[src/rtl/retire_trace_buffer_pkg.sv]
// Shared definitions for the retire trace buffer: FSM states and the layout
// of a stored trace entry {pc, data, rd}.
package retire_trace_buffer_pkg;

  typedef enum logic [1:0] {
    TR_IDLE = 2'd0,
    TR_PRE  = 2'd1,
    TR_POST = 2'd2,
    TR_DONE = 2'd3
  } tr_state_e;

  localparam int TR_RD_W      = 5;
  localparam int TR_RD_LSB    = 0;
  localparam int TR_DATA_LSB  = TR_RD_LSB + TR_RD_W;
  localparam int TR_XLEN_DEF  = 32;
  localparam int TR_PC_LSB    = TR_DATA_LSB + TR_XLEN_DEF;

  // PC field offset for an arbitrary XLEN (data sits between rd and pc).
  function automatic int tr_pc_lsb(input int xlen);
    return TR_DATA_LSB + xlen;
  endfunction

endpackage

[src/rtl/retire_trace_buffer_if.sv]
// Capture, control and readout signals of the retire trace buffer.
// The master side is the CPU tap / debug host, the slave side is the buffer.
interface retire_trace_buffer_if #(
  parameter int XLEN  = 32,
  parameter int DEPTH = 16,
  parameter int CYC_W = 32
);
  localparam int AW = $clog2(DEPTH);
  localparam int EW = 2 * XLEN + 5;

  logic            wb_valid;
  logic [XLEN-1:0] wb_pc;
  logic [XLEN-1:0] wb_data;
  logic [4:0]      wb_rd;
  logic            arm;
  logic [XLEN-1:0] trig_pc;
  logic [AW:0]     post_len;
  logic [CYC_W-1:0] cyc_limit;
  logic [AW-1:0]   rd_idx;
  logic [EW-1:0]   rd_entry;
  logic [AW:0]     count;
  logic [AW-1:0]   trig_idx;
  logic            triggered;
  logic            done;
  logic            timeout;

  modport master (
    output wb_valid, wb_pc, wb_data, wb_rd, arm, trig_pc, post_len, cyc_limit, rd_idx,
    input  rd_entry, count, trig_idx, triggered, done, timeout
  );

  modport slave (
    input  wb_valid, wb_pc, wb_data, wb_rd, arm, trig_pc, post_len, cyc_limit, rd_idx,
    output rd_entry, count, trig_idx, triggered, done, timeout
  );

endinterface

[src/rtl/retire_trace_buffer_trace_ram.sv]
// Simple dual-port trace storage: one write port, one registered read port.
// A read of the address being written returns the previous contents.
module retire_trace_buffer_trace_ram #(
  parameter int AW = 4,
  parameter int W  = 69
) (
  input  logic          clk,
  input  logic          reset,
  input  logic          we,
  input  logic [AW-1:0] waddr,
  input  logic [W-1:0]  wdata,
  input  logic [AW-1:0] raddr,
  input  logic          rhit,
  output logic [W-1:0]  rdata
);
  localparam int N = 1 << AW;

  logic [W-1:0] mem_q [N];
  logic [W-1:0] rdata_q;

  // Storage array write port; contents need no reset.
  always_ff @(posedge clk) begin
    if (we) begin
      mem_q[waddr] <= wdata;
    end
  end

  // Read register: out-of-range indices read as zero.
  always_ff @(posedge clk) begin
    if (reset) begin
      rdata_q <= {W{1'b0}};
    end else if (rhit) begin
      rdata_q <= mem_q[raddr];
    end else begin
      rdata_q <= {W{1'b0}};
    end
  end

  assign rdata = rdata_q;

endmodule

[src/rtl/retire_trace_buffer.sv]
// Records retired MEM/WB instructions into a ring buffer with trigger,
// post-trigger, stop-when-full and timeout control; readable at any time.
module retire_trace_buffer
  import retire_trace_buffer_pkg::*;
#(
  parameter int XLEN  = 32,
  parameter int DEPTH = 16,
  parameter int MODE  = 0,
  parameter int CYC_W = 32
) (
  input logic                  clk,
  input logic                  reset,
  retire_trace_buffer_if.slave bus
);
  localparam int AW = $clog2(DEPTH);
  localparam int EW = 2 * XLEN + 5;
  localparam logic [AW:0] DEPTH_C  = (AW+1)'(DEPTH);
  localparam logic [AW:0] DEPTH_M1 = (AW+1)'(DEPTH - 1);

  tr_state_e        state_q, state_d;
  logic [AW-1:0]    wptr_q, wptr_d;
  logic [AW:0]      count_q, count_d;
  logic [AW:0]      post_cnt_q, post_cnt_d;
  logic [CYC_W-1:0] cyc_q, cyc_d;
  logic [AW-1:0]    trig_wptr_q, trig_wptr_d;
  logic [AW-1:0]    trig_idx_q, trig_idx_d;
  logic             triggered_q, triggered_d;
  logic             done_q, done_d;
  logic             timeout_q, timeout_d;

  logic [CYC_W-1:0] cyc_inc_s;
  logic             trig_hit_s;
  logic             post_last_s;
  logic             full_stop_s;
  logic             time_up_s;
  logic             we_s;
  logic [EW-1:0]    wdata_s;
  logic [AW-1:0]    oldest_s;
  logic [AW-1:0]    oldest_d_s;
  logic [AW-1:0]    raddr_s;
  logic             rhit_s;
  logic [EW-1:0]    rd_entry_s;

  assign cyc_inc_s   = (&cyc_q) ? cyc_q : cyc_q + CYC_W'(1);
  assign trig_hit_s  = (state_q == TR_PRE) && bus.wb_valid && (bus.wb_pc == bus.trig_pc);
  assign post_last_s = (state_q == TR_POST) && bus.wb_valid && (post_cnt_q == (AW+1)'(1));
  assign full_stop_s = (MODE == 1) && bus.wb_valid && (count_q == DEPTH_M1);
  assign time_up_s   = (bus.cyc_limit != {CYC_W{1'b0}}) && (cyc_inc_s == bus.cyc_limit);

  // Once the buffer has wrapped, the oldest entry sits at the write pointer.
  assign oldest_s = (count_q == DEPTH_C) ? wptr_q : {AW{1'b0}};
  assign raddr_s  = oldest_s + bus.rd_idx;
  assign rhit_s   = ({1'b0, bus.rd_idx} < count_q);

  // Pack the retiring instruction into the entry layout.
  always_comb begin
    wdata_s = {EW{1'b0}};
    wdata_s[TR_RD_LSB +: TR_RD_W]     = bus.wb_rd;
    wdata_s[TR_DATA_LSB +: XLEN]      = bus.wb_data;
    wdata_s[tr_pc_lsb(XLEN) +: XLEN]  = bus.wb_pc;
  end

  // Next-state logic for the capture FSM, pointers, counters and flags.
  always_comb begin
    state_d     = state_q;
    wptr_d      = wptr_q;
    count_d     = count_q;
    post_cnt_d  = post_cnt_q;
    cyc_d       = cyc_q;
    trig_wptr_d = trig_wptr_q;
    triggered_d = triggered_q;
    timeout_d   = timeout_q;
    we_s        = 1'b0;
    if (bus.arm) begin
      // arm takes priority; a same-cycle retire is dropped
      state_d     = TR_PRE;
      wptr_d      = {AW{1'b0}};
      count_d     = {(AW+1){1'b0}};
      post_cnt_d  = {(AW+1){1'b0}};
      cyc_d       = {CYC_W{1'b0}};
      trig_wptr_d = {AW{1'b0}};
      triggered_d = 1'b0;
      timeout_d   = 1'b0;
    end else begin
      case (state_q)
        TR_PRE, TR_POST: begin
          cyc_d = cyc_inc_s;
          if (bus.wb_valid) begin
            we_s    = 1'b1;
            wptr_d  = wptr_q + AW'(1);
            count_d = (count_q == DEPTH_C) ? count_q : count_q + (AW+1)'(1);
          end else begin
            we_s = 1'b0;
          end
          if (trig_hit_s) begin
            triggered_d = 1'b1;
            trig_wptr_d = wptr_q;
            post_cnt_d  = bus.post_len;
          end else if ((state_q == TR_POST) && bus.wb_valid) begin
            post_cnt_d = post_cnt_q - (AW+1)'(1);
          end else begin
            post_cnt_d = post_cnt_q;
          end
          if (time_up_s || full_stop_s || post_last_s ||
              (trig_hit_s && (bus.post_len == {(AW+1){1'b0}}))) begin
            state_d = TR_DONE;
          end else if (trig_hit_s) begin
            state_d = TR_POST;
          end else begin
            state_d = state_q;
          end
          timeout_d = time_up_s;
        end
        default: begin
          state_d = state_q;
        end
      endcase
    end
    done_d = (state_d == TR_DONE);
  end

  // Trigger position relative to the oldest entry after this cycle's update.
  always_comb begin
    oldest_d_s = (count_d == DEPTH_C) ? wptr_d : {AW{1'b0}};
    trig_idx_d = trig_wptr_d - oldest_d_s;
  end

  // State and output registers.
  always_ff @(posedge clk) begin
    if (reset) begin
      state_q     <= TR_IDLE;
      wptr_q      <= {AW{1'b0}};
      count_q     <= {(AW+1){1'b0}};
      post_cnt_q  <= {(AW+1){1'b0}};
      cyc_q       <= {CYC_W{1'b0}};
      trig_wptr_q <= {AW{1'b0}};
      trig_idx_q  <= {AW{1'b0}};
      triggered_q <= 1'b0;
      done_q      <= 1'b0;
      timeout_q   <= 1'b0;
    end else begin
      state_q     <= state_d;
      wptr_q      <= wptr_d;
      count_q     <= count_d;
      post_cnt_q  <= post_cnt_d;
      cyc_q       <= cyc_d;
      trig_wptr_q <= trig_wptr_d;
      trig_idx_q  <= trig_idx_d;
      triggered_q <= triggered_d;
      done_q      <= done_d;
      timeout_q   <= timeout_d;
    end
  end

  retire_trace_buffer_trace_ram #(
    .AW (AW),
    .W  (EW)
  ) u_ram (
    .clk   (clk),
    .reset (reset),
    .we    (we_s),
    .waddr (wptr_q),
    .wdata (wdata_s),
    .raddr (raddr_s),
    .rhit  (rhit_s),
    .rdata (rd_entry_s)
  );

  assign bus.rd_entry  = rd_entry_s;
  assign bus.count     = count_q;
  assign bus.trig_idx  = trig_idx_q;
  assign bus.triggered = triggered_q;
  assign bus.done      = done_q;
  assign bus.timeout   = timeout_q;

endmodule

[src/flat_wrapper.sv]
// flat-port wrapper written by rule: the top's interface ports become plain ports
module retire_trace_buffer_flat import retire_trace_buffer_pkg::*;
#(
  parameter int XLEN  = 32,
  parameter int DEPTH = 16,
  parameter int MODE  = 0,
  parameter int CYC_W = 32
)
  (clk, reset, bus_wb_valid, bus_wb_pc, bus_wb_data, bus_wb_rd, bus_arm, bus_trig_pc, bus_post_len, bus_cyc_limit, bus_rd_idx, bus_rd_entry, bus_count, bus_trig_idx, bus_triggered, bus_done, bus_timeout);
  retire_trace_buffer_if #(.XLEN(XLEN), .DEPTH(DEPTH), .CYC_W(CYC_W)) bus_i ();
  input logic clk;
  input logic reset;
  input wire logic [$bits(bus_i.wb_valid)-1:0] bus_wb_valid;
  input wire logic [$bits(bus_i.wb_pc)-1:0] bus_wb_pc;
  input wire logic [$bits(bus_i.wb_data)-1:0] bus_wb_data;
  input wire logic [$bits(bus_i.wb_rd)-1:0] bus_wb_rd;
  input wire logic [$bits(bus_i.arm)-1:0] bus_arm;
  input wire logic [$bits(bus_i.trig_pc)-1:0] bus_trig_pc;
  input wire logic [$bits(bus_i.post_len)-1:0] bus_post_len;
  input wire logic [$bits(bus_i.cyc_limit)-1:0] bus_cyc_limit;
  input wire logic [$bits(bus_i.rd_idx)-1:0] bus_rd_idx;
  output wire logic [$bits(bus_i.rd_entry)-1:0] bus_rd_entry;
  output wire logic [$bits(bus_i.count)-1:0] bus_count;
  output wire logic [$bits(bus_i.trig_idx)-1:0] bus_trig_idx;
  output wire logic [$bits(bus_i.triggered)-1:0] bus_triggered;
  output wire logic [$bits(bus_i.done)-1:0] bus_done;
  output wire logic [$bits(bus_i.timeout)-1:0] bus_timeout;
  assign bus_i.wb_valid = bus_wb_valid;
  assign bus_i.wb_pc = bus_wb_pc;
  assign bus_i.wb_data = bus_wb_data;
  assign bus_i.wb_rd = bus_wb_rd;
  assign bus_i.arm = bus_arm;
  assign bus_i.trig_pc = bus_trig_pc;
  assign bus_i.post_len = bus_post_len;
  assign bus_i.cyc_limit = bus_cyc_limit;
  assign bus_i.rd_idx = bus_rd_idx;
  assign bus_rd_entry = bus_i.rd_entry;
  assign bus_count = bus_i.count;
  assign bus_trig_idx = bus_i.trig_idx;
  assign bus_triggered = bus_i.triggered;
  assign bus_done = bus_i.done;
  assign bus_timeout = bus_i.timeout;
  retire_trace_buffer #(.XLEN(XLEN), .DEPTH(DEPTH), .MODE(MODE), .CYC_W(CYC_W)) u_core (.clk(clk), .reset(reset), .bus(bus_i));
endmodule
[config.mk]
export PLATFORM = sky130hd
export DESIGN_NAME = retire_trace_buffer_flat
export DESIGN_NICKNAME = d
export VERILOG_FILES = /design/src/rtl/retire_trace_buffer_pkg.sv /design/src/rtl/retire_trace_buffer_if.sv /design/src/rtl/retire_trace_buffer_trace_ram.sv /design/src/rtl/retire_trace_buffer.sv /design/src/flat_wrapper.sv
export SDC_FILE = /design/constraint.sdc
export NUM_CORES = 1
export LEC_CHECK = 0
export CAP_MARGIN = 20
export CORE_ASPECT_RATIO = 1.4
export CORE_MARGIN = 5
export CORE_UTILIZATION = 57
export DETAILED_ROUTE_END_ITERATION = 10
export GPL_TIMING_DRIVEN = 0
export HOLD_SLACK_MARGIN = 0.02
export PLACE_DENSITY = 0.76
export SLEW_MARGIN = 30
export SYNTH_ARGS = -nofsm -noshare
export SYNTH_HDL_FRONTEND = slang
export SYNTH_SLANG_ARGS = --single-unit
[constraint.sdc]
create_clock -name clk -period 16.6 [get_ports clk]
set_clock_uncertainty 0.05 [all_clocks]
set_input_delay 2.49 -clock clk [delete_from_list [all_inputs] [get_ports clk]]
set_output_delay 2.49 -clock clk [all_outputs]
set_load 0.005 [all_outputs]
==> results.md, run 1 <==
- Synth cell count leaders: 1104 x sky130_fd_sc_hd__edfxtp_1, 276 x sky130_fd_sc_hd__mux4_2, 145 x sky130_fd_sc_hd__a211oi_1
- Max-slew violation count: 0
- Destination of the worst register-to-register timing path: u_core.u_ram.rdata[36]
- Length of the first detailed-routing pass in iterations: 5
- Maximum Capacitance Violations: 0
- Stage delay of the slowest cell on the critical path: 760 ps
- Total number of nets in the final design: 3152
- Clk Latency, worst-skew pair: 700 ps
- Cell with the most instances after synthesis: sky130_fd_sc_hd__edfxtp_1
- Post-CTS Hold Buffers: 0
- Final Power: 6160 uW
- Crit Path Max Fanout: 10
- Endpoints failing hold: 0
- Starting Density: 0.5719
- Data arrival at the endpoint of the critical path: 7730 ps
- Mean Syn Cell Area: 19.16 sq um
- Total I/O pin count: 227
- Cells along the critical path: clkdlybuf4s50_1, ha_1, inv_1, fa_1, clkbuf_1, clkbuf_1, clkbuf_1, clkbuf_1, mux4_2, mux2i_1, a211oi_1
- Minimum clock period after layout: 7266 ps
- Number of flops mapped to enable cells by yosys: 1104
- Die outline area: 91640 sq um
- Prevailing post-synth register cell: sky130_fd_sc_hd__edfxtp_1
- Number of buffers inserted during clock tree synthesis: 109
- Data required time at the worst endpoint: 17070 ps
- Total vias in the final route: 27160
- Area growth from synthesis to final layout: 18.35%
- Critical Path Sink Type: register
- Number of instances in the synthesized netlist: 2547
- Reg2reg setup slack: 10190 ps
- DRT Wirelength: 127.8 mm
- Cell count of the worst reg-to-reg path: 15
- Count of unique library cells instantiated by Yosys: 80
- Number of flip-flops and latches in the synthesized netlist: 1232
- Buf/Inv on CP: 6
- Post-CTS sizing: 0
- Final non-filler cell total: 4176
- DR iter-0 viols: 2917
- Most common cell type on the critical path: sky130_fd_sc_hd__clkbuf_1
- Die outline height: 356.2 um
- Cell family with the largest share of critical-path delay: buffers and inverters
- Least setup slack across all paths after layout: 9334 ps
- Finish-stage setup viols: 0
- Final Cell Area: 57750 sq um
- CP Launch Type: primary input
- Leakage power summed over all cells: 0.01839 uW
- Post-place instance area: 54310 sq um
- Placed wire-length estimate after detailed placement: 85.28 mm
- Highest attainable clock frequency: 0.1376 GHz
- Unrepaired setup endpoints after global routing: false
- Placeable core region: 85330 sq um
- Pin count of the biggest net entering global routing: 19
- Vias in the first global route: 28280
- GRT Total Usage: 0.2780
- Hold endpoint: u_core.bus.triggered
- Cell count of the worst hold path: 2
- Average via count per standard cell: 6.503
- Maximum number of buffers from clock root to sink: 3
- Ys async rst share: 0
- Clock tree from TritonCTS: done
- Mapped Area: 48800 sq um
- Antenna violations before repair: 3
- Share of layout cells above drive strength 1: 0.2125
- Final Cycle Share: 0.4377
- Count of filler cells inserted in the layout: 5281
- Slew @ Worst Pin: 1014 ps
- Pwr Density: 106.7 nW/um^2
- Number of placement rows: 127
- Residual overflow from global routing: 0
- Total number of clock tree sinks: 1232
- Master cell of the clock root buffer: sky130_fd_sc_hd__clkbuf_16
- Number of warnings issued by yosys: 0
- Cell taking the most area after synthesis: sky130_fd_sc_hd__edfxtp_1
- CTS H-tree depth: 3
- Clock transition at the registers of the reported paths: 70 ps
- Routability cong.: 0.8908
- First-pass GRT wire length: 188.3 mm
- Worst slew margin relative to its limit: 0.3238
- Number of DRC violations after detailed routing: 0
- Outcome: finished clean
- Reg-to-Reg Start: u_core.bus.count[0]
- Pre-CTS setup slack: 8851 ps
- Wire per inst: 30.60 um
- Setup TNS: 0 ps
- Number of post-CTS setup repair buffers: 0
- Start point of the worst min-delay path: u_core.bus.triggered
- Sequential-to-total area share from yosys stat: 0.7319
- DRT antenna net count: 0
- Synthesized netlist net count: 2715
- Crit Path Class: in -> reg
- Port-buffer cells: 226
- Share of the synthesized area in the top cell type: 0.6794
- Die boundary width: 257.3 um
- Worst Hold Class: reg -> reg
- Synth area leaders: sky130_fd_sc_hd__edfxtp_1 68%, sky130_fd_sc_hd__mux4_2 13%, sky130_fd_sc_hd__dfxtp_1 5.3%
- Total placed cells including tap cells: 3969
- Worst IR drop on VDD: 0.08043 mV
- Max stage delay cell, worst path: sky130_fd_sc_hd__clkbuf_1
==> area by class of cell <==
cell class	instances	area (sq um)	area share
Clock buffer	144	2950	0.05109
Multi-Input combinational cell	1143	12470	0.2159
Inverter	24	90.09	0.001560
Sequential cell	1232	35710	0.6184
Buffer	148	724.4	0.01254
Antenna cell	2	5.005	0.00008666
Tap cell	1096	1371	0.02374
Timing Repair Buffer	326	3978	0.06887
Clock inverter	61	449.2	0.007778
==> cells in the final DEF, fill, tap and decap left out, types with 21 or more instances in the layout <==
cell	instances
sky130_fd_sc_hd__clkbuf_16	110
sky130_fd_sc_hd__inv_1	24
sky130_fd_sc_hd__dfxtp_1	128
sky130_fd_sc_hd__nand4_1	21
sky130_fd_sc_hd__xor2_1	47
sky130_fd_sc_hd__edfxtp_1	1104
sky130_fd_sc_hd__clkinv_1	22
sky130_fd_sc_hd__clkdlybuf4s50_1	226
sky130_fd_sc_hd__xnor2_1	55
sky130_fd_sc_hd__nor3_1	26
sky130_fd_sc_hd__a21oi_1	30
sky130_fd_sc_hd__buf_2	23
sky130_fd_sc_hd__buf_4	49
sky130_fd_sc_hd__nor2_1	89
sky130_fd_sc_hd__buf_16	44
sky130_fd_sc_hd__nand2_1	55
sky130_fd_sc_hd__clkbuf_1	111
sky130_fd_sc_hd__mux2i_1	77
sky130_fd_sc_hd__nand3_1	29
sky130_fd_sc_hd__mux4_2	276
sky130_fd_sc_hd__a211oi_1	145
sky130_fd_sc_hd__nor2b_1	73
==> tightest hold or removal path, delay by kind of cell, from the launching register on <==
kind	cells	cell delay (ps)
flip-flops	1	330
AND/OR/NAND/NOR	2	120
==> layer usage <==
metal | GRT usage | up-vias | share of wire
li1 | - | 11270 | -
met4 | 0.1005 | 4 | 0.036
met2 | 0.4926 | 1538 | 0.53
met1 | 0.3521 | 14080 | 0.36
met5 | 0 | - | 0.00032
met3 | 0.04332 | 257 | 0.075
==> power by group <==
| group | total [uW] | internal, uW | switching, uW |
|---|---|---|---|
| clock | 2430 | 1310 | 1130 |
| combinational | 336 | 142 | 194 |
| sequential | 3390 | 3390 | 4.90 |
| total | 6160 | 4830 | 1330 |
==> metrics by stage <==
| stage | hold WS, ps | util |
|---|---|---|
| global route | 445.4 | 0.6768 |
| finish | 428.7 | 0.6768 |
| CTS | 430.2 | 0.6763 |
| detailed placement | 415.3 | 0.6365 |
| floorplan | 390.9 | - |
| global placement | 403.0 | 0.6145 |
==> worst max-delay path by stage <==
stage / start / to / slack (ps) / depth (start not counted)
3_3_place_gp: bus_arm / u_core.u_ram.mem_q[2][4] / 2600 / 5
2_1_floorplan: bus_arm / u_core.u_ram.mem_q[0][0] / 8280 / 4
3_5_place_dp: bus_rd_idx[0] / u_core.u_ram.rdata[67] / 8850 / 11
4_1_cts: bus_rd_idx[0] / u_core.u_ram.rdata[36] / 9490 / 11
6_report: bus_rd_idx[0] / u_core.u_ram.rdata[36] / 9330 / 11
5_1_grt: bus_rd_idx[0] / u_core.u_ram.rdata[36] / 9280 / 11
==> state kept, by name (all words and copies together), names as in the netlist <==
name	flops
u_core.trig_wptr_q	4
u_core.state_q	2
u_core.cyc_q	32
u_core.bus.timeout	1
u_core.wptr_q	4
u_core.bus.triggered	1
u_core.bus.count	5
u_core.bus.trig_idx	4
u_core.post_cnt_q	5
u_core.bus.done	1
u_core.u_ram.mem_q	1104
u_core.u_ram.rdata	69
==> cells by family after synthesis <==
logic type                 Yosys count  share of synthesized area
DFF                               1232                     0.7319
and+or+nand+nor                    422                    0.04795
muxes                              355                     0.1436
AOI/OAI and AO/OA                  241                    0.03618
buffers and inverters              172                    0.01592
xor gates and xnor gates           103                    0.01849
adders and majority gates           22                   0.005949
(Power assumes the default switching activity.)
==> run 2: changes to the inputs <==
--- a/config.mk
+++ b/config.mk
@@ -8,11 +8,11 @@
 export CAP_MARGIN = 20
 export CORE_ASPECT_RATIO = 1.4
 export CORE_MARGIN = 5
-export CORE_UTILIZATION = 57
+export CORE_UTILIZATION = 54
 export DETAILED_ROUTE_END_ITERATION = 10
 export GPL_TIMING_DRIVEN = 0
 export HOLD_SLACK_MARGIN = 0.02
-export PLACE_DENSITY = 0.76
+export PLACE_DENSITY = 0.75
 export SLEW_MARGIN = 30
 export SYNTH_ARGS = -nofsm -noshare
 export SYNTH_HDL_FRONTEND = slang
==> constraint.sdc (replaced) <==
create_clock -name clk -period 6 [get_ports clk]
set_clock_uncertainty 0.05 [all_clocks]
set_input_delay 0.9 -clock clk [delete_from_list [all_inputs] [get_ports clk]]
set_output_delay 0.9 -clock clk [all_outputs]
set_load 0.005 [all_outputs]
==> run 2 against run 1 <==
- worst hold slack got worse by 8.0 ps
- clock power rose to 2.9 times the previous value
- largest power group unchanged
- sequential share of layout area fell by 0.57 points
- core utilization fell by 2.8 points
- cell area rose by 0.93%
==> results.md, run 2 (synthesized netlist as in run 1, its figures left out) <==
- Outcome: finished clean
- Maximum Capacitance Violations: 0
- Total number of nets in the final design: 3145
- Master cell of the clock root buffer: sky130_fd_sc_hd__clkbuf_16
- Reg-to-Reg Start: u_core.bus.count[0]
- Internal power consumption: 13820 uW
- Vias in the first global route: 28310
- Timing startpoint of the critical path: u_core.bus.count[0]
- Worst Hold Class: reg -> reg
- End point of the critical path: u_core.u_ram.rdata[67]
- Worst slew margin relative to its limit: 0.2932
- Antenna violations before repair: 12
- Post-place instance area: 54530 sq um
- Total number of clock tree sinks: 1232
- Average via count per standard cell: 6.252
- Wire per inst: 29.38 um
- Routability cong.: 0.8982
- Residual overflow from global routing: 0
- Least setup slack across all paths after layout: 180.1 ps
- Worst IR drop on VDD: 0.2269 mV
- Sequential share of power: 0.537
- Register bank with the most flops: u_core.u_ram.mem_q
- GRT Total Usage: 0.2588
- Slew @ Worst Pin: 1060 ps
- Final Cell Area: 58290 sq um
- Power share of the combinational group: 0.053
- Count of filler cells inserted in the layout: 5879
- Placed wire-length estimate after detailed placement: 86.42 mm
- CP Launch Type: register
- DRT Wirelength: 125.4 mm
- Leakage power summed over all cells: 0.01850 uW
- Placeable core region: 89790 sq um
- Endpoints failing hold: 0
- Clock transition at the registers of the reported paths: 70 ps
- DR iter-0 viols: 2535
- Final Cycle Share: 0.9700
- Number of flip-flops in the largest register: 1104
- Pin count of the biggest net entering global routing: 19
- Number of buffers inserted during clock tree synthesis: 111
- Crit Path Max Fanout: 11
- Number of DRC violations after detailed routing: 0
- Switching power summed over all nets: 3637 uW
- Crit Path Class: reg -> reg
- Final non-filler cell total: 4268
- Final Hold Slack: 420.7 ps
- Critical Path Sink Type: register
- Area growth from synthesis to final layout: 19.45%
- CTS H-tree depth: 3
- First-pass GRT wire length: 185.4 mm
- Die boundary width: 264.1 um
- Relative contribution of the clock network to total power: 0.410
- Leading cell types in the layout, fill and taps excluded: 1104 x sky130_fd_sc_hd__edfxtp_1, 276 x sky130_fd_sc_hd__mux4_2, 226 x sky130_fd_sc_hd__clkdlybuf4s50_1, 145 x sky130_fd_sc_hd__a211oi_1, 128 x sky130_fd_sc_hd__dfxtp_1
- Destination of the worst register-to-register timing path: u_core.u_ram.rdata[67]
- Starting Density: 0.5435
- Length of the first detailed-routing pass in iterations: 7
- Maximum number of buffers from clock root to sink: 3
- Clock tree from TritonCTS: done
- Total I/O pin count: 227
- Pwr Density: 299.6 nW/um^2
- DRT antenna net count: 0
- Die outline height: 365.7 um
- Total area of multi-input combinational cells: 12470 sq um
- Number of placement rows: 130
- FF/Latch Area: 35710 sq um
- Data required time at the worst endpoint: 6480 ps
- Die outline area: 96560 sq um
- Share of layout cells above drive strength 1: 0.2138
- Minimum clock period after layout: 5820 ps
- Port-buffer cells: 226
- Highest attainable clock frequency: 0.1718 GHz
- Total placed cells including tap cells: 4050
- Reg2reg setup slack: 180 ps
- Finish-stage setup viols: 0
- Switching share of total power: 0.2083
- Most frequent standard cell in the layout excluding fill and tap cells: sky130_fd_sc_hd__edfxtp_1
- Max-slew violation count: 0
- Pre-CTS setup slack: -372.0 ps
- Data arrival at the endpoint of the critical path: 6300 ps
- Cell count of the worst reg-to-reg path: 15
- Final Util: 0.6492
- Clk Latency, worst-skew pair: 710 ps
- Total vias in the final route: 26680
run 2: cell count changes in the layout (fill, tap and decap cells not counted), sizes merged:
cell,change
clkbuf,+13
clkinv,-12
buf,-10
bufinv,+8
diode,+5
clkinvlp,-3
inv,-1
run 2: per-stage QoR:
step	TNS, ps	total power [uW]
2_1_floorplan	0	10010
3_3_place_gp	-2864870	10450
5_1_grt	-12.97	17970
3_5_place_dp	-1151	10490
6_report	0	17460
4_1_cts	0	17560
run 2: layer usage:
metal  global-route usage  part of all wire  wire length, um  vias up
li1                     -                 -                -    11270
met1               0.3186              0.36            45040    13820
met2               0.4592              0.52            65790     1314
met3              0.05039             0.074             9315      277
met4              0.09714             0.041             5182       10
met5                    0           0.00043               54        -
run 2: how the worst min path moves through the flow:
stage                         startpoint                   end  cells past startpoint
finish                u_core.bus.timeout    u_core.bus.timeout                      2
floorplan           u_core.post_cnt_q[4]  u_core.post_cnt_q[4]                      2
CTS                   u_core.bus.timeout    u_core.bus.timeout                      2
global placement    u_core.post_cnt_q[4]  u_core.post_cnt_q[4]                      2
detailed placement    u_core.bus.timeout    u_core.bus.timeout                      2
global route        u_core.post_cnt_q[4]  u_core.post_cnt_q[4]                      2
run 2: power groups by stage:
stage | Sequential, uW | Combinational [uW] | Clock (uW)
after global routing | 9380 | 976 | 7610
after detailed placement | 9570 | 917 | 0
final | 9380 | 920 | 7160
after global placement | 9570 | 883 | 0
after CTS | 9380 | 924 | 7250
after floorplan | 9570 | 440 | 0
run 2: layout make-up:
cell class | instances | share of cell area
repair buffers | 317 | 0.07017
flip-flops and latches | 1232 | 0.6127
well taps | 1188 | 0.02550
diodes | 7 | 0.0003005
clock inverters | 53 | 0.01073
multi-input cells | 1143 | 0.2139
inverters | 24 | 0.001546
clock buffers | 156 | 0.05263
plain buffers | 148 | 0.01247
run 2: critical path: stages, from the launching register on:
cell and delay [ps]:
sky130_fd_sc_hd__dfxtp_1 370, sky130_fd_sc_hd__inv_1 130, sky130_fd_sc_hd__ha_1 150, sky130_fd_sc_hd__nor4bb_1 290, sky130_fd_sc_hd__clkbuf_1 280, sky130_fd_sc_hd__and2_1 190, sky130_fd_sc_hd__ha_1 170, sky130_fd_sc_hd__inv_1 60
sky130_fd_sc_hd__fa_1 490, sky130_fd_sc_hd__clkbuf_1 510, sky130_fd_sc_hd__clkbuf_1 590, sky130_fd_sc_hd__clkbuf_2 570, sky130_fd_sc_hd__clkbuf_1 680, sky130_fd_sc_hd__mux4_2 370, sky130_fd_sc_hd__mux2i_1 80, sky130_fd_sc_hd__a211oi_1 620
run 2: repair_timing:
action | CTS | global route
resized for setup | 2 | 5
setup buffers | 0 | 0
setup endpoints to repair | 7 | 4
hold buffers | 0 | 0
